`src/rtl/fetch_pkg.sv`:
```
// Shared types and constants for the instruction fetch stage.
// IF_MISALIGN_CHECK_EN adds the HALT state used after a misaligned redirect.
package fetch_pkg;

    localparam logic [31:0] RESET_PC_DEF = 32'h0000_0000;
    localparam logic [31:0] NOP_INST     = 32'h0000_0013;

    typedef struct packed {
        logic [31:0] pc;
        logic [31:0] inst;
        logic        misaligned;
    } fetch_entry_t;

`ifdef IF_MISALIGN_CHECK_EN
    typedef enum logic [1:0] {
        FETCH = 2'd0,
        FLUSH = 2'd1,
        HALT  = 2'd2
    } fetch_state_t;
`else
    typedef enum logic [1:0] {
        FETCH = 2'd0,
        FLUSH = 2'd1
    } fetch_state_t;
`endif

    function automatic logic [31:0] word_align(input logic [31:0] addr);
        return {addr[31:2], 2'b00};
    endfunction

endpackage

```
`src/rtl/fetch_fifo.sv`:
```
// Synchronous FIFO of fetch entries with clear; head is read combinationally
// from the storage registers so decode sees an entry the cycle after it is written.
module fetch_fifo
    import fetch_pkg::*;
#(
    parameter int DEPTH = 2
) (
    input  logic                   clk,
    input  logic                   rst,
    input  logic                   push,
    input  fetch_entry_t           push_data,
    input  logic                   pop,
    input  logic                   clear,
    output fetch_entry_t           head,
    output logic [$clog2(DEPTH):0] count,
    output logic                   full,
    output logic                   empty
);

    localparam int PW = $clog2(DEPTH);
    localparam int CW = PW + 1;

    fetch_entry_t  mem_r [DEPTH];
    logic [PW-1:0] rd_ptr_r;
    logic [PW-1:0] wr_ptr_r;
    logic [CW-1:0] count_r;
    logic          do_push_s;
    logic          do_pop_s;

    assign full      = (count_r == CW'(DEPTH));
    assign empty     = (count_r == '0);
    assign count     = count_r;
    assign head      = mem_r[rd_ptr_r];
    assign do_pop_s  = pop && !empty;
    assign do_push_s = push && (!full || do_pop_s);

    // Storage, pointers and occupancy; clear wins over push/pop.
    always_ff @(posedge clk or posedge rst) begin
        if (rst) begin
            for (int i = 0; i < DEPTH; i++) begin
                mem_r[i] <= '{pc: 32'h0000_0000, inst: NOP_INST, misaligned: 1'b0};
            end
            rd_ptr_r <= '0;
            wr_ptr_r <= '0;
            count_r  <= '0;
        end else if (clear) begin
            rd_ptr_r <= '0;
            wr_ptr_r <= '0;
            count_r  <= '0;
        end else begin
            if (do_push_s) begin
                mem_r[wr_ptr_r] <= push_data;
                wr_ptr_r        <= wr_ptr_r + PW'(1);
            end
            if (do_pop_s) begin
                rd_ptr_r <= rd_ptr_r + PW'(1);
            end
            case ({do_push_s, do_pop_s})
                2'b10:   count_r <= count_r + CW'(1);
                2'b01:   count_r <= count_r - CW'(1);
                default: count_r <= count_r;
            endcase
        end
    end

endmodule

```
`src/rtl/inst_fetch.sv`:
```
// Instruction fetch stage: PC, credit-limited imem requests, wrong-path flush.
// Optional IF_MISALIGN_CHECK_EN halts fetch on a misaligned redirect target.
module inst_fetch
    import fetch_pkg::*;
#(
    parameter int          DEPTH    = 2,
    parameter logic [31:0] RESET_PC = RESET_PC_DEF
) (
    input  logic        clk,
    input  logic        reset,
    output logic        imem_req,
    output logic [31:0] imem_addr,
    input  logic        imem_gnt,
    input  logic        imem_rvalid,
    input  logic [31:0] imem_rdata,
    input  logic        redirect,
    input  logic [31:0] redirect_pc,
    output logic        id_valid,
    input  logic        id_ready,
    output logic [31:0] id_inst,
    output logic [31:0] id_pc
`ifdef IF_MISALIGN_CHECK_EN
    ,
    output logic        id_misaligned
`endif
);

    localparam int PW = $clog2(DEPTH);
    localparam int CW = PW + 1;

    fetch_state_t  state_r;
    fetch_state_t  state_nxt_s;
    logic [31:0]   pc_r;
    logic [CW-1:0] outstanding_r;
    logic [CW-1:0] out_nxt_s;
    logic [CW-1:0] drop_r;
    logic [CW-1:0] drop_nxt_s;
    logic [31:0]   reqpc_r [DEPTH];
    logic [PW-1:0] rq_wr_r;
    logic [PW-1:0] rq_rd_r;
    logic          fire_s;
    logic          credit_s;
    logic          push_s;
    logic          pop_s;
    fetch_entry_t  push_data_s;
    fetch_entry_t  head_s;
    logic [CW-1:0] fifo_count_s;
    logic          fifo_full_s;
    logic          fifo_empty_s;
`ifdef IF_MISALIGN_CHECK_EN
    logic          halt_pend_r;
    logic          halt_pend_nxt_s;
    logic [31:0]   halt_pc_r;
    logic          halt_push_s;
`else
    logic          unused_bits_s;
`endif

    assign credit_s  = ({1'b0, outstanding_r} + {1'b0, fifo_count_s}) < (CW+1)'(DEPTH);
    assign imem_req  = !reset && (state_r == FETCH) && credit_s && !redirect;
    assign imem_addr = pc_r;
    assign fire_s    = imem_req && imem_gnt;
    assign out_nxt_s = outstanding_r + CW'(fire_s) - CW'(imem_rvalid);
    assign pop_s     = id_valid && id_ready && !redirect;

    assign id_valid  = !fifo_empty_s;
    assign id_inst   = head_s.inst;
    assign id_pc     = head_s.pc;
`ifdef IF_MISALIGN_CHECK_EN
    assign id_misaligned = head_s.misaligned;
    assign halt_push_s   = (state_r == HALT) && halt_pend_r && !redirect;
`else
    assign unused_bits_s = &{1'b0, head_s.misaligned, fifo_full_s, redirect_pc[1:0]};
`endif

    // Response push selection; the halt marker entry takes the push slot when pending.
    always_comb begin
        push_s      = imem_rvalid && (drop_r == '0) && !redirect;
        push_data_s = '{pc: reqpc_r[rq_rd_r], inst: imem_rdata, misaligned: 1'b0};
`ifdef IF_MISALIGN_CHECK_EN
        if (halt_push_s) begin
            push_s      = 1'b1;
            push_data_s = '{pc: halt_pc_r, inst: NOP_INST, misaligned: 1'b1};
        end else begin
            push_s      = push_s;
            push_data_s = push_data_s;
        end
`endif
    end

    // Drop count and next state; a redirect snapshots every response still in flight.
    always_comb begin
        state_nxt_s = state_r;
`ifdef IF_MISALIGN_CHECK_EN
        halt_pend_nxt_s = halt_pend_r;
`endif
        if (redirect) begin
            drop_nxt_s = out_nxt_s;
        end else if (imem_rvalid && (drop_r != '0)) begin
            drop_nxt_s = drop_r - CW'(1);
        end else begin
            drop_nxt_s = drop_r;
        end

        if (redirect) begin
`ifdef IF_MISALIGN_CHECK_EN
            if (redirect_pc[1:0] != 2'b00) begin
                state_nxt_s     = (drop_nxt_s != '0) ? FLUSH : HALT;
                halt_pend_nxt_s = 1'b1;
            end else begin
                state_nxt_s     = (drop_nxt_s != '0) ? FLUSH : FETCH;
                halt_pend_nxt_s = 1'b0;
            end
`else
            state_nxt_s = (drop_nxt_s != '0) ? FLUSH : FETCH;
`endif
        end else begin
            case (state_r)
                FETCH: state_nxt_s = FETCH;
                FLUSH: begin
                    if (drop_nxt_s == '0) begin
`ifdef IF_MISALIGN_CHECK_EN
                        state_nxt_s = halt_pend_r ? HALT : FETCH;
`else
                        state_nxt_s = FETCH;
`endif
                    end else begin
                        state_nxt_s = FLUSH;
                    end
                end
`ifdef IF_MISALIGN_CHECK_EN
                HALT: begin
                    state_nxt_s     = HALT;
                    halt_pend_nxt_s = halt_push_s ? 1'b0 : halt_pend_r;
                end
`endif
                default: state_nxt_s = FETCH;
            endcase
        end
    end

    // FSM, PC, counters and the request-PC queue that pairs responses with addresses.
    always_ff @(posedge clk or posedge reset) begin
        if (reset) begin
            state_r       <= FETCH;
            pc_r          <= RESET_PC;
            outstanding_r <= '0;
            drop_r        <= '0;
            rq_wr_r       <= '0;
            rq_rd_r       <= '0;
            for (int i = 0; i < DEPTH; i++) begin
                reqpc_r[i] <= 32'h0000_0000;
            end
`ifdef IF_MISALIGN_CHECK_EN
            halt_pend_r <= 1'b0;
            halt_pc_r   <= 32'h0000_0000;
`endif
        end else begin
            state_r       <= state_nxt_s;
            outstanding_r <= out_nxt_s;
            drop_r        <= drop_nxt_s;
            if (redirect) begin
                pc_r <= word_align(redirect_pc);
            end else if (fire_s) begin
                pc_r <= pc_r + 32'd4;
            end
            if (fire_s) begin
                reqpc_r[rq_wr_r] <= pc_r;
                rq_wr_r          <= rq_wr_r + PW'(1);
            end
            if (imem_rvalid) begin
                rq_rd_r <= rq_rd_r + PW'(1);
            end
`ifdef IF_MISALIGN_CHECK_EN
            halt_pend_r <= halt_pend_nxt_s;
            if (redirect) begin
                halt_pc_r <= redirect_pc;
            end
`endif
        end
    end

    fetch_fifo #(
        .DEPTH (DEPTH)
    ) u_fifo (
        .clk       (clk),
        .rst       (reset),
        .push      (push_s),
        .push_data (push_data_s),
        .pop       (pop_s),
        .clear     (redirect),
        .head      (head_s),
        .count     (fifo_count_s),
        .full      (fifo_full_s),
        .empty     (fifo_empty_s)
    );

endmodule

```
`config.mk`:
```
export PLATFORM = sky130hd
export DESIGN_NAME = inst_fetch
export DESIGN_NICKNAME = d
export VERILOG_FILES = /design/src/rtl/fetch_pkg.sv /design/src/rtl/fetch_fifo.sv /design/src/rtl/inst_fetch.sv
export SDC_FILE = /design/constraint.sdc
export NUM_CORES = 1
export LEC_CHECK = 0
export ABC_AREA = 1
export CAP_MARGIN = 30
export CORE_MARGIN = 2
export CORE_UTILIZATION = 26
export DETAILED_ROUTE_END_ITERATION = 10
export SETUP_SLACK_MARGIN = 0.05
export SLEW_MARGIN = 20
export SYNTH_ARGS = -nofsm -noshare
export SYNTH_HDL_FRONTEND = slang
export SYNTH_SLANG_ARGS = --single-unit
```
`constraint.sdc`:
```
create_clock -name clk -period 8.8 [get_ports clk]
set_input_delay 2.2 -clock clk [delete_from_list [all_inputs] [get_ports clk]]
set_output_delay 2.2 -clock clk [all_outputs]
set_load 0.02 [all_outputs]
```
# Word level (Yosys, flattened, before mapping)
# Index checks and enable logic that the tools add are counted.
# totals
reg_bits,238
input_bits,70
output_inout_bits,98
word_cells,99
# op_classes
addsub,11
mux,26
n_reduce_logical,29
n_lt_le_gt_ge,7
n_eq_ne,4
bitwise_logic,5
# op_table
cell,count
two-way mux 65 bit,4
two-way mux 32 bit,6
bitwise mux 130 bit,1
demux 65 bit (select 1 bit),1
bitwise mux 64 bit,1
adder 32 x 3 -> 32 bit (second input constant),1
demux 32 bit (select 1 bit),1
logical AND 1 bit,13
nonzero test 2 bit,5
greater-or-equal comparator 2 bit (second input constant),4
logical NOT 2 bit,4
two-way mux 1 bit,8
inverter 1 -> 2 bit,4
two-way mux 2 bit,3
adder 1 bit (second input constant),4
equality test 2 x 1 -> 1 bit (second input constant),2
equality test 2 bit (second input constant),2
logical NOT 1 bit,4
less-than comparator 2 x 1 -> 1 bit (second input constant),2
one-hot mux 2 bit (2 select lines),1
subtractor 2 x 1 -> 2 bit (second input constant),2
adder 2 x 2 -> 3 bit,1
less-than comparator 3 x 2 -> 1 bit (second input constant),1
nonzero test 3 bit,1
6 further kinds,6

# Logic depth before layout (Yosys ltp)
# depth
word_depth,12
mapped_depth,13
ltp_nobuf,13

# Hierarchy
# From an unflattened synthesis, not the netlist that was laid out.
# unflattened
hier_cells,1361
hier_area_um2,11379.7
# by_module_without_submodules
mod,seq_area_each_um2,n_inst,cells_each,area_per_inst_um2
fetch_fifo,3360.7,1,731,6212.2
inst_fetch,2427.3,1,630,5167.5

# Least setup slack after synthesis
# OpenSTA, ideal clock, no wires.
# synth_path
kind,in2out
start,in redirect
end,out imem_req
stages,4
required_time_ns,6.600
path_slack_ns,3.902
path_buffers,1
t_arrival_ns,2.698
cell_sequence,buf_6 > nor2_8 > nand3_2 > inv_1
# synth_between
elab_chain_len,2
# synth_rtl
element,line_no,source
"start, declared",inst_fetch.sv:16,"input logic redirect,"
logical NOT 1 bit,inst_fetch.sv:60,assign imem_req = !reset && (state_r == FETCH) && credit_s && !redirect;
logical AND 1 bit,inst_fetch.sv:60,
"end, declared",inst_fetch.sv:11,"output logic imem_req,"
# No other way between the ends.

# Final worst setup path
# Ends and elaborated chain as after synthesis.

==> results_dict.tcl <==
set metrics [dict create \
    status "finished clean" \
    diodes 0 \
    route.met2.wl_mm 12.5 \
    synth-main-ff-cell "sky130_fd_sc_hd__dfrtp_1" \
    area_delta_synth_final_pct 26.9 \
    synthesis.area_per_instance_um2 8.08 \
    p_total_w 0.00383 \
    yosys.area_share.simple_pct 23.8 \
    setup_tns_ns 0 \
    via_per_inst 4.41 \
    ff2ff_setup_slack_ns 5.82 \
    top_level_ports 168 \
    detail_route.first_pass.iterations 7 \
    cts-root-buf "sky130_fd_sc_hd__clkbuf_16" \
    cts_num_sinks 225 \
    nets 1550 \
    final-setup-viol-count 0 \
    ys_async_sr_fraction_pct 100 \
    grt_first_pass_wirelength_mm 46.3 \
    grt_overflow 0 \
    detail-route-antenna-nets 0 \
    detail_route.drc_violations 0 \
    clock_tree.htree_level_count 1 \
    final_layout_size_suffix_gt1_share_pct 8.96 \
    netlist.area_leader.share_pct 50.7 \
    timing.rr.end "reqpc_r[21]$_DFFE_PP0P_" \
    cp-endpoint "imem_req" \
    share_of_the_yosys_chip_area_belonging_to_registers_pct 52.2 \
    routabilityCongestion 0.813 \
    worstSetupPathDepth 6 \
    worstPathMaxFanout 36 \
    crit_arrival_ns 3.81 \
    buffer_ports.inserted 161 \
    relSlewSlack_pct 37.2 \
    critPathBufInv 4 \
    timing.clock.skew_ns 0.0303 \
    die_width_um 208 \
    synth_top_family_by_area "simple AND/OR/NAND/NOR gates" \
    clk-insertion-delay-late_ns 0.57 \
    synth-edff-count 0 \
    routedLengthMet1_mm 13.7 \
    post_synthesis_share_of_cell_area_spent_on_xor_and_xnor_gates_pct 0.648 \
    dieHeight_um 208 \
    synth.cell_area_um2 10800 \
    netlist-cell-type-count 34 \
    timing.reg2reg.worst_path_depth 10 \
    timing.final.crit_period_ns 6.01 \
    synth.area.top_cells "sky130_fd_sc_hd__dfrtp_1 (51%), sky130_fd_sc_hd__nand2_1 (19%), sky130_fd_sc_hd__o21ai_0 (7.3%)" \
    grt_start_max_net_pins 96 \
    cts_buffers 27 \
    drv_slew 0 \
    worstHoldPathType "reg2reg" \
    worstPathRequired_ns 6.60 \
    timing.final.hold_violations 0 \
    floorplan.core_area_um2 40900 \
    path_cells "clkdlybuf4s50_1, buf_4, nor2_8, nand3_2, inv_1, clkdlybuf4s50_1" \
    yosys-top-cells-count "sky130_fd_sc_hd__nand2_1 (534), sky130_fd_sc_hd__dfrtp_1 (219), sky130_fd_sc_hd__o21ai_0 (158), sky130_fd_sc_hd__inv_1 (127), sky130_fd_sc_hd__nor2_1 (61)" \
    hold_buffers 0 \
    highest_routed_metal_layer "met4" \
    cp-start-kind "primary input" \
    synth_compound_area_share_pct 11.8 \
    clock_path_buffers 3 \
    drt-wirelength-per-cell_um 14.1 \
    peakVddDrop_uv 112 \
    setup.worst_path.end_class "output pin" \
    hpwlAfterDp_mm 19.4 \
    totalWireLength_mm 28.6 \
    worst_r2r_startpoint "u_fifo.count[0]$_DFFE_PP0P_" \
    critical_path.startpoint "redirect" \
    post-route-period-util_pct 68.4 \
    yosys.cell_count.top_type "sky130_fd_sc_hd__nand2_1" \
    grtUsageTotal_pct 13.2 \
    synth_largest_area_cell "sky130_fd_sc_hd__dfrtp_1" \
    flip_flop_and_latch_count_after_synthesis 225 \
    ys_warn_count 0 \
    drv_cap 0 \
    drt-initial-drc-count 648 \
    synth-adder-area-share_pct 0.648 \
    critPathMostFrequentCell "sky130_fd_sc_hd__clkdlybuf4s50_1" \
    via_count 8949 \
    power_density_nw_per_um2 279 \
    timing.critical_path.slowest_stage_cell "sky130_fd_sc_hd__clkdlybuf4s50_1" \
    cts_resized 0 \
    worstMarginPinSlew_ns 0.939 \
    criticalPathCategory "in2out" \
    dr_wl_met3_mm 1.72 \
    grt_setup_unrepaired "false" \
    portion_of_netlist_area_occupied_by_mux_cells_pct 3.13 \
    clkSlewWorstSetupHoldPaths_ns 0.06 \
    number_of_global_route_vias_before_repair 8667 \
    maxClockFrequency_mhz 166 \
    tritoncts "yes" \
    cpPeakStageDelay_ns 0.59 \
    die_area_um2 43200 \
    critical-path-top-delay-family "buffers and inverters" \
    final_cell_area_um2 13700 \
    dpl_cell_area_um2 12900 \
    grt_antenna_before_repair 0 \
    cellLeakagePower_nw 6.35 \
    rows 74 \
    post-cts-setup-buffers 0 \
    syn-instance-count 1338 \
    initial_core_util_pct 26.4 \
]
## logic make-up after synthesis
logic type / after synthesis
AO/OA/AOI/OAI: 224
XOR/XNOR: 8
adder cells (fa/ha/maj): 5
buffers and inverters: 196
flip-flops: 225
multiplexers: 30
other: 1
AND/OR/NAND/NOR: 649
## flip-flops by register name, summed over array words and instances (netlist names), 2 cells and up
signal,cells
reqpc_r,60
imem_addr,30
u_fifo.mem_r,124
drop_r,2
outstanding_r,2
u_fifo.count,2
## worst min-delay path by stage
stage / cells after the start / start / end
6_report: 2 / u_fifo.mem_r[2]$_DFFE_PP1P_ / u_fifo.mem_r[2]$_DFFE_PP1P_
5_1_grt: 2 / u_fifo.mem_r[2]$_DFFE_PP1P_ / u_fifo.mem_r[2]$_DFFE_PP1P_
4_1_cts: 2 / u_fifo.mem_r[2]$_DFFE_PP1P_ / u_fifo.mem_r[2]$_DFFE_PP1P_
3_5_place_dp: 2 / u_fifo.mem_r[2]$_DFFE_PP1P_ / u_fifo.mem_r[2]$_DFFE_PP1P_
3_3_place_gp: 2 / u_fifo.mem_r[2]$_DFFE_PP1P_ / u_fifo.mem_r[2]$_DFFE_PP1P_
2_1_floorplan: 2 / u_fifo.mem_r[35]$_DFFE_PP0P_ / u_fifo.mem_r[35]$_DFFE_PP0P_
## worst register-to-register path, stage by stage (launching register included)
cell and delay, ns:
sky130_fd_sc_hd__dfrtp_1 0.42, sky130_fd_sc_hd__nand2_1 0.07, sky130_fd_sc_hd__inv_1 0.05, sky130_fd_sc_hd__fa_1 0.45, sky130_fd_sc_hd__nor2_2 0.20, sky130_fd_sc_hd__nand3_2 0.14, sky130_fd_sc_hd__nor2_4 0.64, sky130_fd_sc_hd__nand2_2 0.45
sky130_fd_sc_hd__buf_12 0.31, sky130_fd_sc_hd__nand2_1 0.08, sky130_fd_sc_hd__o21ai_0 0.07
## metal layers
metal | up-vias | GRT usage [%]
met3 | 47 | 2.79
met1 | 4162 | 18.4
li1 | 4485 | -
met4 | 0 | 4.06
met5 | - | 0
met2 | 255 | 20.5
## layout by cell type, fill, tap and decap left out, types with 2 or more instances in the layout
master                            netlist  routed
sky130_fd_sc_hd__a21oi_1               15      15
sky130_fd_sc_hd__xor2_1                 7       7
sky130_fd_sc_hd__nand2_1              534     534
sky130_fd_sc_hd__clkdlybuf4s50_1        0     161
sky130_fd_sc_hd__nor2_1                61      61
sky130_fd_sc_hd__clkinvlp_4             0       2
sky130_fd_sc_hd__clkinv_2               0       7
sky130_fd_sc_hd__nand3_1               38      38
sky130_fd_sc_hd__conb_1                 1       4
sky130_fd_sc_hd__buf_4                 11       8
sky130_fd_sc_hd__o21ai_1                6       6
sky130_fd_sc_hd__inv_1                127     126
sky130_fd_sc_hd__o21ai_2               30      30
sky130_fd_sc_hd__ha_1                   4       4
sky130_fd_sc_hd__clkbuf_1              36       7
sky130_fd_sc_hd__mux2_2                30      30
sky130_fd_sc_hd__o21ai_0              158     158
sky130_fd_sc_hd__o211ai_1               8       8
sky130_fd_sc_hd__clkbuf_16              0      27
sky130_fd_sc_hd__nand4_1                3       3
sky130_fd_sc_hd__inv_2                  2       2
sky130_fd_sc_hd__nor2_4                 3       3
sky130_fd_sc_hd__nor3_1                 2       2
sky130_fd_sc_hd__nand2_2                3       3
sky130_fd_sc_hd__dfrtp_1              219     218
sky130_fd_sc_hd__a22oi_1                6       6
sky130_fd_sc_hd__clkbuf_8               0       3
sky130_fd_sc_hd__dfstp_2                6       6
sky130_fd_sc_hd__buf_12                 0       2
## metrics by stage
| step | hold WS [ns] | instances | utilization (%) | setup slack, ns |
|---|---|---|---|---|
| 6_report | 0.463 | 2027 | 33.5 | 2.79 |
| 5_1_grt | 0.489 | 2027 | 33.5 | 2.71 |
| 4_1_cts | 0.465 | 2026 | 33.5 | 2.77 |
| 3_5_place_dp | 0.455 | 1977 | 31.4 | 2.76 |
| 3_3_place_gp | 0.450 | 1975 | 31.3 | 2.76 |
| 2_1_floorplan | 0.442 | 1341 | - | 0.447 |
## power by group
| part | internal (W) | switching (W) | total, W |
|---|---|---|---|
| Clock | 0.000622 | 0.000449 | 0.00107 |
| Combinational | 0.000533 | 0.000723 | 0.00126 |
| Sequential | 0.00134 | 0.000163 | 0.00150 |
## final cells by class
class,instances,area (um2)
tap,532,666
inverter,129,492
fill,4312,27200
timing repair buffer,172,1740
clock buffer,37,743
clock inverter,12,109
multi-input combinational,920,4330
sequential,225,5640
Note: power is estimated with default switching activity, not from simulation.
